File: src/rtl/risc_pkg.sv
// Shared encodings for the ALU issue/retire sequencer: opcodes, func codes,
// ALU control codes, sequencer states and the decoded-instruction bundle.
package risc_pkg;

    localparam logic [5:0] OP_RTYPE = 6'd0;
    localparam logic [5:0] OP_ADDI  = 6'd1;
    localparam logic [5:0] OP_COMPI = 6'd2;
    localparam logic [5:0] OP_BR    = 6'd3;
    localparam logic [5:0] OP_BLTZ  = 6'd4;
    localparam logic [5:0] OP_BZ    = 6'd5;
    localparam logic [5:0] OP_BNZ   = 6'd6;
    localparam logic [5:0] OP_B     = 6'd7;
    localparam logic [5:0] OP_BCY   = 6'd8;
    localparam logic [5:0] OP_BNCY  = 6'd9;

    localparam logic [4:0] FN_ADD   = 5'd0;
    localparam logic [4:0] FN_COMP  = 5'd1;
    localparam logic [4:0] FN_AND   = 5'd2;
    localparam logic [4:0] FN_XOR   = 5'd3;
    localparam logic [4:0] FN_SHLL  = 5'd4;
    localparam logic [4:0] FN_SHRL  = 5'd5;
    localparam logic [4:0] FN_SHLLV = 5'd6;
    localparam logic [4:0] FN_SHRLV = 5'd7;
    localparam logic [4:0] FN_SHRA  = 5'd8;
    localparam logic [4:0] FN_SHRAV = 5'd9;

    // Bit positions inside the {V, C, S, Z} flag register
    localparam int FLAG_Z = 0;
    localparam int FLAG_S = 1;
    localparam int FLAG_C = 2;
    localparam int FLAG_V = 3;

    typedef enum logic [3:0] {
        ALU_XOR   = 4'd0,
        ALU_AND   = 4'd1,
        ALU_ADD   = 4'd2,
        ALU_COMP  = 4'd3,
        ALU_SHIFT = 4'd4,
        ALU_BRREG = 4'd5
    } aluCtrl_e;

    typedef enum logic [1:0] {
        IDLE   = 2'd0,
        EXEC   = 2'd1,
        RETIRE = 2'd2
    } seqState_e;

    typedef enum logic {
        SEL_A_ZERO = 1'b0,
        SEL_A_RS   = 1'b1
    } aSel_e;

    typedef enum logic [2:0] {
        SEL_B_ZERO  = 3'd0,
        SEL_B_RT    = 3'd1,
        SEL_B_IMM   = 3'd2,
        SEL_B_SHAMT = 3'd3,
        SEL_B_RTAMT = 3'd4
    } bSel_e;

    typedef enum logic [2:0] {
        BR_NONE   = 3'd0,
        BR_REG    = 3'd1,
        BR_LTZ    = 3'd2,
        BR_ZERO   = 3'd3,
        BR_NZERO  = 3'd4,
        BR_ALWAYS = 3'd5,
        BR_CY     = 3'd6,
        BR_NCY    = 3'd7
    } brKind_e;

    typedef struct packed {
        aluCtrl_e aluCtrl;
        logic     shiftDir;
        logic     shiftOp;
        aSel_e    aSel;
        bSel_e    bSel;
        logic     flagEn;
        logic     wbEn;
        brKind_e  brKind;
        logic     illegal;
    } decode_t;

    function automatic logic [31:0] signExt16(input logic [15:0] val);
        return {{16{val[15]}}, val};
    endfunction

endpackage

File: src/rtl/instr_decoder.sv
// Combinational decode of a latched instruction word into ALU controls,
// operand selects, flag-update enable, branch kind and illegal indication.
module instr_decoder
    import risc_pkg::*;
(
    input  logic [31:0] instr,
    output decode_t     dec
);

    logic [5:0] opcode;
    logic [4:0] func;

    assign opcode = instr[31:26];
    assign func   = instr[4:0];

    always_comb begin
        dec.aluCtrl  = ALU_XOR;
        dec.shiftDir = 1'b0;
        dec.shiftOp  = 1'b0;
        dec.aSel     = SEL_A_ZERO;
        dec.bSel     = SEL_B_ZERO;
        dec.flagEn   = 1'b0;
        dec.wbEn     = 1'b0;
        dec.brKind   = BR_NONE;
        dec.illegal  = 1'b0;

        case (opcode)
            OP_RTYPE: begin
                dec.wbEn = 1'b1;
                dec.aSel = SEL_A_RS;
                case (func)
                    FN_ADD: begin
                        dec.aluCtrl = ALU_ADD;
                        dec.bSel    = SEL_B_RT;
                        dec.flagEn  = 1'b1;
                    end
                    FN_COMP: begin
                        dec.aluCtrl = ALU_COMP;
                        dec.aSel    = SEL_A_ZERO;
                        dec.bSel    = SEL_B_RT;
                        dec.flagEn  = 1'b1;
                    end
                    FN_AND: begin
                        dec.aluCtrl = ALU_AND;
                        dec.bSel    = SEL_B_RT;
                        dec.flagEn  = 1'b1;
                    end
                    FN_XOR: begin
                        dec.aluCtrl = ALU_XOR;
                        dec.bSel    = SEL_B_RT;
                        dec.flagEn  = 1'b1;
                    end
                    FN_SHLL, FN_SHRL, FN_SHRA: begin
                        dec.aluCtrl = ALU_SHIFT;
                        dec.bSel    = SEL_B_SHAMT;
                    end
                    FN_SHLLV, FN_SHRLV, FN_SHRAV: begin
                        dec.aluCtrl = ALU_SHIFT;
                        dec.bSel    = SEL_B_RTAMT;
                    end
                    default: begin
                        dec.wbEn    = 1'b0;
                        dec.aSel    = SEL_A_ZERO;
                        dec.illegal = 1'b1;
                    end
                endcase
                dec.shiftDir = (func == FN_SHRL) || (func == FN_SHRLV) ||
                               (func == FN_SHRA) || (func == FN_SHRAV);
                dec.shiftOp  = (func == FN_SHRA) || (func == FN_SHRAV);
            end

            OP_ADDI: begin
                dec.aluCtrl = ALU_ADD;
                dec.aSel    = SEL_A_RS;
                dec.bSel    = SEL_B_IMM;
                dec.flagEn  = 1'b1;
                dec.wbEn    = 1'b1;
            end

            OP_COMPI: begin
                dec.aluCtrl = ALU_COMP;
                dec.bSel    = SEL_B_IMM;
                dec.flagEn  = 1'b1;
                dec.wbEn    = 1'b1;
            end

            OP_BR, OP_BLTZ, OP_BZ, OP_BNZ, OP_B, OP_BCY, OP_BNCY: begin
                // rs passes through the ALU so sign/zero come back as flags
                dec.aluCtrl = ALU_BRREG;
                dec.aSel    = SEL_A_RS;
                case (opcode)
                    OP_BR:   dec.brKind = BR_REG;
                    OP_BLTZ: dec.brKind = BR_LTZ;
                    OP_BZ:   dec.brKind = BR_ZERO;
                    OP_BNZ:  dec.brKind = BR_NZERO;
                    OP_B:    dec.brKind = BR_ALWAYS;
                    OP_BCY:  dec.brKind = BR_CY;
                    OP_BNCY: dec.brKind = BR_NCY;
                    default: dec.brKind = BR_NONE;
                endcase
            end

            default: dec.illegal = 1'b1;
        endcase
    end

endmodule

File: src/rtl/alu_sequencer.sv
// Three-state issue/retire controller in front of the 32-bit ALU: accept,
// execute on the ALU, then retire as write-back, branch or illegal pulse.
module alu_sequencer
    import risc_pkg::*;
#(
    parameter int DATA_W = 32,
    parameter int REG_AW = 5
) (
    input  logic              clk,
    input  logic              rst_n,
    input  logic              in_valid,
    output logic              in_ready,
    input  logic [31:0]       instr,
    input  logic [DATA_W-1:0] rs_data,
    input  logic [DATA_W-1:0] rt_data,
    output logic [DATA_W-1:0] alu_a,
    output logic [DATA_W-1:0] alu_b,
    output logic [3:0]        alu_ctrl,
    output logic              shift_dir,
    output logic              shift_op,
    input  logic [DATA_W-1:0] alu_res,
    input  logic              alu_zero,
    input  logic              alu_sign,
    input  logic              alu_carry,
    input  logic              alu_ovf,
    output logic              wb_valid,
    output logic [REG_AW-1:0] wb_addr,
    output logic [DATA_W-1:0] wb_data,
    output logic              br_taken,
    output logic [DATA_W-1:0] br_target,
    output logic [3:0]        flags,
    output logic              illegal
);

    seqState_e         state;
    logic [31:0]       instrR;
    logic [DATA_W-1:0] rsDataR;
    logic [DATA_W-1:0] rtDataR;
    decode_t           dec;
    logic              accept;
    logic              brCond;
    logic [DATA_W-1:0] immExt;
    logic [DATA_W-1:0] brTgt;

    assign accept = in_valid && in_ready && (state == IDLE);
    assign immExt = signExt16(instrR[15:0]);

    instr_decoder uDecoder (
        .instr (instrR),
        .dec   (dec)
    );

    // Operand registers carry no reset: they are only observed in EXEC
    always_ff @(posedge clk) begin
        if (accept) begin
            instrR  <= instr;
            rsDataR <= rs_data;
            rtDataR <= rt_data;
        end
    end

    always_comb begin
        alu_a     = '0;
        alu_b     = '0;
        alu_ctrl  = 4'd0;
        shift_dir = 1'b0;
        shift_op  = 1'b0;
        if (state == EXEC) begin
            alu_ctrl  = dec.aluCtrl;
            shift_dir = dec.shiftDir;
            shift_op  = dec.shiftOp;
            if (dec.aSel == SEL_A_RS) begin
                alu_a = rsDataR;
            end
            case (dec.bSel)
                SEL_B_RT:    alu_b = rtDataR;
                SEL_B_IMM:   alu_b = immExt;
                SEL_B_SHAMT: alu_b = {{(DATA_W-5){1'b0}}, instrR[10:6]};
                SEL_B_RTAMT: alu_b = {{(DATA_W-5){1'b0}}, rtDataR[4:0]};
                default:     alu_b = '0;
            endcase
        end
    end

    // Carry branches read the flag register, so a preceding ADD/COMP is visible
    always_comb begin
        case (dec.brKind)
            BR_REG, BR_ALWAYS: brCond = 1'b1;
            BR_LTZ:            brCond = alu_sign;
            BR_ZERO:           brCond = alu_zero;
            BR_NZERO:          brCond = !alu_zero;
            BR_CY:             brCond = flags[FLAG_C];
            BR_NCY:            brCond = !flags[FLAG_C];
            default:           brCond = 1'b0;
        endcase
        brTgt = (dec.brKind == BR_REG) ? rsDataR : immExt;
    end

    always_ff @(posedge clk or negedge rst_n) begin
        if (!rst_n) begin
            state     <= IDLE;
            in_ready  <= 1'b0;
            wb_valid  <= 1'b0;
            wb_addr   <= '0;
            wb_data   <= '0;
            br_taken  <= 1'b0;
            br_target <= '0;
            illegal   <= 1'b0;
            flags     <= 4'b0;
        end else begin
            case (state)
                IDLE: begin
                    wb_valid <= 1'b0;
                    br_taken <= 1'b0;
                    illegal  <= 1'b0;
                    if (accept) begin
                        in_ready <= 1'b0;
                        state    <= EXEC;
                    end else begin
                        in_ready <= 1'b1;
                    end
                end

                EXEC: begin
                    wb_valid <= dec.wbEn;
                    br_taken <= brCond;
                    illegal  <= dec.illegal;
                    if (dec.wbEn) begin
                        wb_addr <= instrR[25:21];
                        wb_data <= alu_res;
                    end
                    if (brCond) begin
                        br_target <= brTgt;
                    end
                    if (dec.flagEn) begin
                        flags <= {alu_ovf, alu_carry, alu_sign, alu_zero};
                    end
                    state <= RETIRE;
                end

                RETIRE: begin
                    wb_valid <= 1'b0;
                    br_taken <= 1'b0;
                    illegal  <= 1'b0;
                    in_ready <= 1'b1;
                    state    <= IDLE;
                end

                default: begin
                    in_ready <= 1'b0;
                    state    <= IDLE;
                end
            endcase
        end
    end

endmodule

File: config.mk
export PLATFORM = sky130hd
export DESIGN_NAME = alu_sequencer
export DESIGN_NICKNAME = d
export VERILOG_FILES = /design/src/rtl/risc_pkg.sv /design/src/rtl/instr_decoder.sv /design/src/rtl/alu_sequencer.sv
export SDC_FILE = /design/constraint.sdc
export NUM_CORES = 1
export LEC_CHECK = 0
export ABC_AREA = 1
export BUFFER_PORTS_ARGS = -buffer_cell sky130_fd_sc_hd__buf_2
export CORE_ASPECT_RATIO = 0.5
export CORE_MARGIN = 2
export CORE_UTILIZATION = 53
export DETAILED_ROUTE_END_ITERATION = 10
export GPL_ROUTABILITY_DRIVEN = 0
export PLACE_DENSITY = 0.85
export SLEW_MARGIN = 20
export SYNTH_ARGS = -nofsm -noshare
export SYNTH_HDL_FRONTEND = slang
export SYNTH_SLANG_ARGS = --single-unit
export TNS_END_PERCENT = 30
File: constraint.sdc
create_clock -name clk -period 19.5 [get_ports clk]
set_clock_uncertainty 0.2 [all_clocks]
set_input_delay 1.95 -clock clk [delete_from_list [all_inputs] [get_ports clk]]
set_output_delay 1.95 -clock clk [all_outputs]
set_load 0.03 [all_outputs]
Word level (Yosys, flattened, before mapping):

Cells that the tools add are included.

* add/sub/neg operators: 0
* $mul: 0
* divide/modulo/power cells: 0
* order comparisons: 0
* equal/unequal tests: 32
* shifts and indexed selects: 0
* mux-type cells: 29
* bitwise logic cells: 0
* reduce and logical (&&, ||, !) cells: 27

Operator list (count)
* $mux 32: 4
* $pmux 32 s4: 1
* $eq 6x3->1 const B: 4
* $pmux 3 s4: 2
* $pmux 3 s7: 1
* $eq 5x3->1 const B: 4
* $reduce_or 9->1: 2
* $eq 3x3->1 const B: 5
* $eq 3x2->1 const B: 4
* $eq 6x2->1 const B: 2
* $eq 6x4->1 const B: 2
* $eq 5x2->1 const B: 2
* $eq 5x4->1 const B: 2
* $pmux 1 s2: 5
* $pmux 5 s2: 1
* $reduce_or 10->1: 1
* $pmux 3 s3: 1
* $reduce_or 8->1: 1
* $mux 1: 7
* $reduce_or 7->1: 1
* $eq 3x1->1 const B: 2
* $eq 6x1->1 const B: 1
* $logic_not 6->1: 1
* $pmux 1 s6: 1
* other kinds (20): 31

* register bits after elaboration: 175
* latch bits: 0
* bits in writable memories: 0
* ROM bits: 0
* input bits: 135
* output and inout bits: 147
* memories kept: 0

Depth between registers and ports, before layout:

* word-level depth: 7
* depth in mapped cells: 12

Cells and area by module:

Synthesis repeated with hierarchy kept, for this count alone.

* cells, all modules: 687
* area, all modules: 7543.5 µm²

By module, submodules not included
* alu_sequencer: times used 1, cells each 609, area each 7143.1 µm²
* instr_decoder: times used 1, cells each 78, area each 400.4 µm²

Least setup slack after synthesis:

Ideal clock, no wire load.

* path type: input to register
* from: input in_valid
* to: register instrR[0] (enable)
* library setup time: 0.653 ns
* arrival time: 8.192 ns
* data required time: 18.647 ns
* slack: 10.455 ns
* cell stages on the path: 2
* buffers on the path: 0
* cells stage by stage: nand2_1 -> nor3_1

* longest elaborated chain between the ends: 2

RTL lines
* from (decl): RTL line alu_sequencer.sv:11 `input logic in_valid,`
* $logic_and 1x1->1 (2 in a row): RTL line alu_sequencer.sv:45 `assign accept = in_valid && in_ready && (state == IDLE);`
* net accept: RTL line alu_sequencer.sv:40 `logic accept;`
* to (signal assigned): RTL line alu_sequencer.sv:56 `instrR <= instr;`
* to (decl): RTL line alu_sequencer.sv:36 `logic [31:0] instrR;`

The timed path passes the listed nets, and every way through them passes these cells.
A chain may end at the register's enable or synchronous reset.

Worst setup path after layout:

* from: register instrR[1]
* to: output alu_b[1]

* longest elaborated chain between the ends: 7
* elaborated cells on any way between the ends: 21
* classes of those cells: 13 x eq/ne; 4 x mux; 4 x reduce/logical

RTL lines
* $eq 5x1->1, or another cell as far along: RTL line instr_decoder.sv:31 `case (func)`
* $reduce_or 4->1 (no line) or $reduce_or 3->1 (tied branches)
* $pmux 3 s3: RTL line instr_decoder.sv:31
* $pmux 5 s2: RTL line instr_decoder.sv:27 `case (opcode)`
* $eq 3x3->1, or another cell as far along: RTL line alu_sequencer.sv:75 `case (dec.bSel)`
* $pmux 32 s4 *: RTL line alu_sequencer.sv:75
* $mux 32 *: RTL line alu_sequencer.sv:68 `if (state == EXEC) begin`
* to (decl): RTL line alu_sequencer.sv:17 `output logic [DATA_W-1:0] alu_b,`

Mark *: on every way between the ends. The rest lies on a longest branch, timed or not.

==> impl_metrics.yaml <==
finish:
  seqCellArea_mm2: 0.00471
  drive_above_1_share: 0.322
  finish.utilization: 0.694
  multi_input_comb_area_mm2: 0.00225
  final_nets: 1169
  number_of_inserted_filler_cells_in_the_final_layout: 1046
  synthToLayoutAreaGrowth_pct: 27.1
clocking:
  tritoncts_clock_tree: "yes"
  clockBufferDepth: 2
  clock-sinks: 170
  worst_setup_hold_path_clk_slew_ps: 70
  post_cts_buffers: 0
  source_to_sink_clock_delay_at_the_later_pin_of_the_worst_skew_pair_ps: 420
  ctsResizeCount: 0
  cts_root_buffer: "clkbuf_16"
  postCtsHoldBufs: 0
  cts_htree_levels: 4
  cts_buffers: 17
logic_synthesis:
  synth-seq-cells: 170
  post_synth_main_area_contributors: "edfxtp_1, dfrtp_1, nand2_1"
  syn-instance-count: 783
  post-synth-top-area-cell: "edfxtp_1"
  synth.yosys.seq_area_share: 0.633
  syn-mean-instance-area_um2: 9.50
  post_synth_instance_area_mm2: 0.00744
  yosysTopAreaCellShare: 0.367
  ys_types: 26
  yosys_warnings: 0
  synthesized_netlist_net_count: 918
grt:
  grt_util_all_layers: 0.256
  grt_overflow: 0
  grt_first_pass_wirelength_um: 29700
  largest_net_degree_at_the_start_of_global_routing: 80
  via_count_of_the_first_global_routing_pass: 6061
  antenna_found_initial: 1
sta:
  slew_at_the_pin_closest_to_its_max_slew_limit_ps: 1010
  fin_tns_setup_ps: 0
  hold_slack_ps: 264
  timing.final.setup_violations: 0
  timing_hold_violations_final: 0
  post-route-period-util: 0.311
  slew-limit-headroom: 0.327
  postLayoutSetupSlackWorst_ps: 13440
  finalWorstPathRequiredPeriod_ps: 6060
  slew_viol_final: 0
  rsz_0062_raised_after_global_routing: "no"
  achievable-frequency_ghz: 0.165
critical_path:
  timing.rr.end: "wb_data[25]"
  path_common_cell: "nand2_1"
  worst-endpoint-arrival_ps: 3910
  critPathLaunchType: "flip-flop"
  critPathRequiredTime_ps: 17350
  critPathSlowestCell: "nand2_1"
  worstPathCellList: "inv_1, nand3_1, nand2_1, inv_2, nand2_1, nand2_1, nand3_2, buf_4, nand2_2, nor2_1, buf_2"
  reg2regPathDepth: 11
  worstPathMaxFanout: 43
  max_stage_delay_ps: 700
  worst-setup-path-type: "reg2out"
  critical_path.top_delay_family: "simple AND/OR/NAND/NOR gates"
  regToRegStartpoint: "instrR[1]"
  cp-end-kind: "output port"
  ff2ff_setup_slack_ps: 15880
  path_buf_inv: 4
pwr:
  p_clk_frac: 0.256
  power_report.internal_total_w: 0.000812
  power.ir.vdd_worst_mv: 0.0709
  p_switching_w: 0.000540
  power.combinational.fraction: 0.330
  cellPowerDensity_mw_per_mm2: 143
  leakage_nw: 4.80
  netSwitchingFraction: 0.399
  power_frac_seq: 0.414
die:
  dieWidth_um: 172
  die_area_mm2: 0.0151
  fp.dieH_um: 87.8
  start_util: 0.546
  io-pin-count: 282
  coreArea_mm2: 0.0136
  floorplan.rows: 30
route:
  route.detailed.vias_per_inst: 5.21
  firstDrtPassIters: 5
  drt_iter0_markers: 436
  detail_route.drc_violations: 0
  detailroute.via_count: 6466
  postRouteWirelength_um: 19300
  final_antenna_net_count: 0
  route.detailed.wl_per_inst_um: 15.5
placed_design:
  placement.setup.worst_slack_ps: 13920
  detailed_place_hpwl_um: 13000
  buffer_ports.inserted: 275
hold_path:
  worst_hold_path.endpoint: "br_target[15]"
  worst_hold_path_type: "reg2reg"
  worst_hold_startpoint: "br_target[15]"
  worstHoldPathCells: 2
job:
  number_of_maximum_capacitance_violations: 0
status:
  run_status: "finished, final reports clean"
## per-stage QoR
stage	std cells	area [µm²]	power, W
5_1_grt	1240	9460	0.00142
4_1_cts	1239	9450	0.00136
6_report	1240	9460	0.00135
2_1_floorplan	783	7440	0.000878
3_3_place_gp	1207	8840	0.000995
3_5_place_dp	1207	8840	0.00101
## metal layers
layer  track usage  wire length, µm  vias to the layer above
met4         0.120              627                        0
met5             0                0                        -
li1              -                -                     3091
met2         0.445             9520                      281
met3        0.0493             1380                       50
met1         0.315             7740                     3044
## cell families (layout without fill, tap and decap cells)
| logic type | count (synthesis) | in the layout | share of synthesized area |
|---|---|---|---|
| buffers and inverters | 108 | 372 | 0.0667 |
| AO/OA/AOI/OAI | 53 | 53 | 0.0383 |
| other | 1 | 2 | 0.000504 |
| AND/OR/NAND/NOR | 451 | 451 | 0.262 |
| flip-flops | 170 | 170 | 0.633 |
## state kept, by name, indices dropped and copies added (netlist names), 2 cells and up
| register | cells |
|---|---|
| flags | 4 |
| br_target | 32 |
| rsDataR | 32 |
| wb_addr | 5 |
| rtDataR | 32 |
| state | 2 |
| wb_data | 32 |
| instrR | 27 |
## cells in the mapped netlist
master	number
a21oi_1	34
nor2_1	19
buf_4	10
o31ai_1	1
o21ai_0	14
o21ai_1	1
clkbuf_1	10
o21ai_4	1
nand4_2	1
edfxtp_1	91
nand2_2	4
nand2_1	257
nand3_2	2
a22oi_1	1
o2111ai_1	1
nor2_2	6
nand3_1	154
buf_6	4
inv_2	11
dfrtp_1	79
nor3_1	4
inv_1	48
buf_2	19
buf_1	6
nand4_1	4
conb_1	1
## layout make-up
cell class | count | share of cell area
antenna | 1 | 0.000265
clock buffer | 23 | 0.0545
clock inverter | 9 | 0.0102
inverter | 59 | 0.0234
multi-input combinational | 505 | 0.237
sequential | 170 | 0.498
tap | 192 | 0.0254
timing repair buffer | 281 | 0.151
## how the worst max path moves through the flow
stage,end,cells past startpoint,from,slack [ps]
after floorplan,instrR[0],2,in_valid,10460
after global placement,alu_b[3],11,instrR[3],14100
after detailed placement,alu_b[1],11,instrR[3],13920
after CTS,alu_b[1],11,instrR[3],13500
after global routing,alu_b[0],11,instrR[3],13130
final,alu_b[1],11,instrR[1],13440
## power by group through the flow
stage	Clock [W]	Sequential, W	Combinational (W)
after global routing	0.000365	0.000570	0.000485
after global placement	0	0.000559	0.000436
after CTS	0.000350	0.000558	0.000449
after detailed placement	0	0.000564	0.000446
after floorplan	0	0.000699	0.000179
final	0.000346	0.000560	0.000446
## placed cells by master, fill, tap and decap left out, drive strengths merged
cell and count:
buf 281, nand3 156, dfrtp 79, clkbuf 23, conb 1, o21ai 16
o2111ai 1, nand2 261, a21oi 34, nand4 5, nor2 25, bufinv 1
edfxtp 91, clkinv 1, clkinvlp 1, nor3 4, diode 1, inv 65
a22oi 1, o31ai 1
## worst min-delay path: cells and delay by family (launching register included)
kind | cells | cell delay [ps]
DFF | 1 | 340
and+or+nand+nor | 2 | 90
Power figures use the tool's default switching activity.
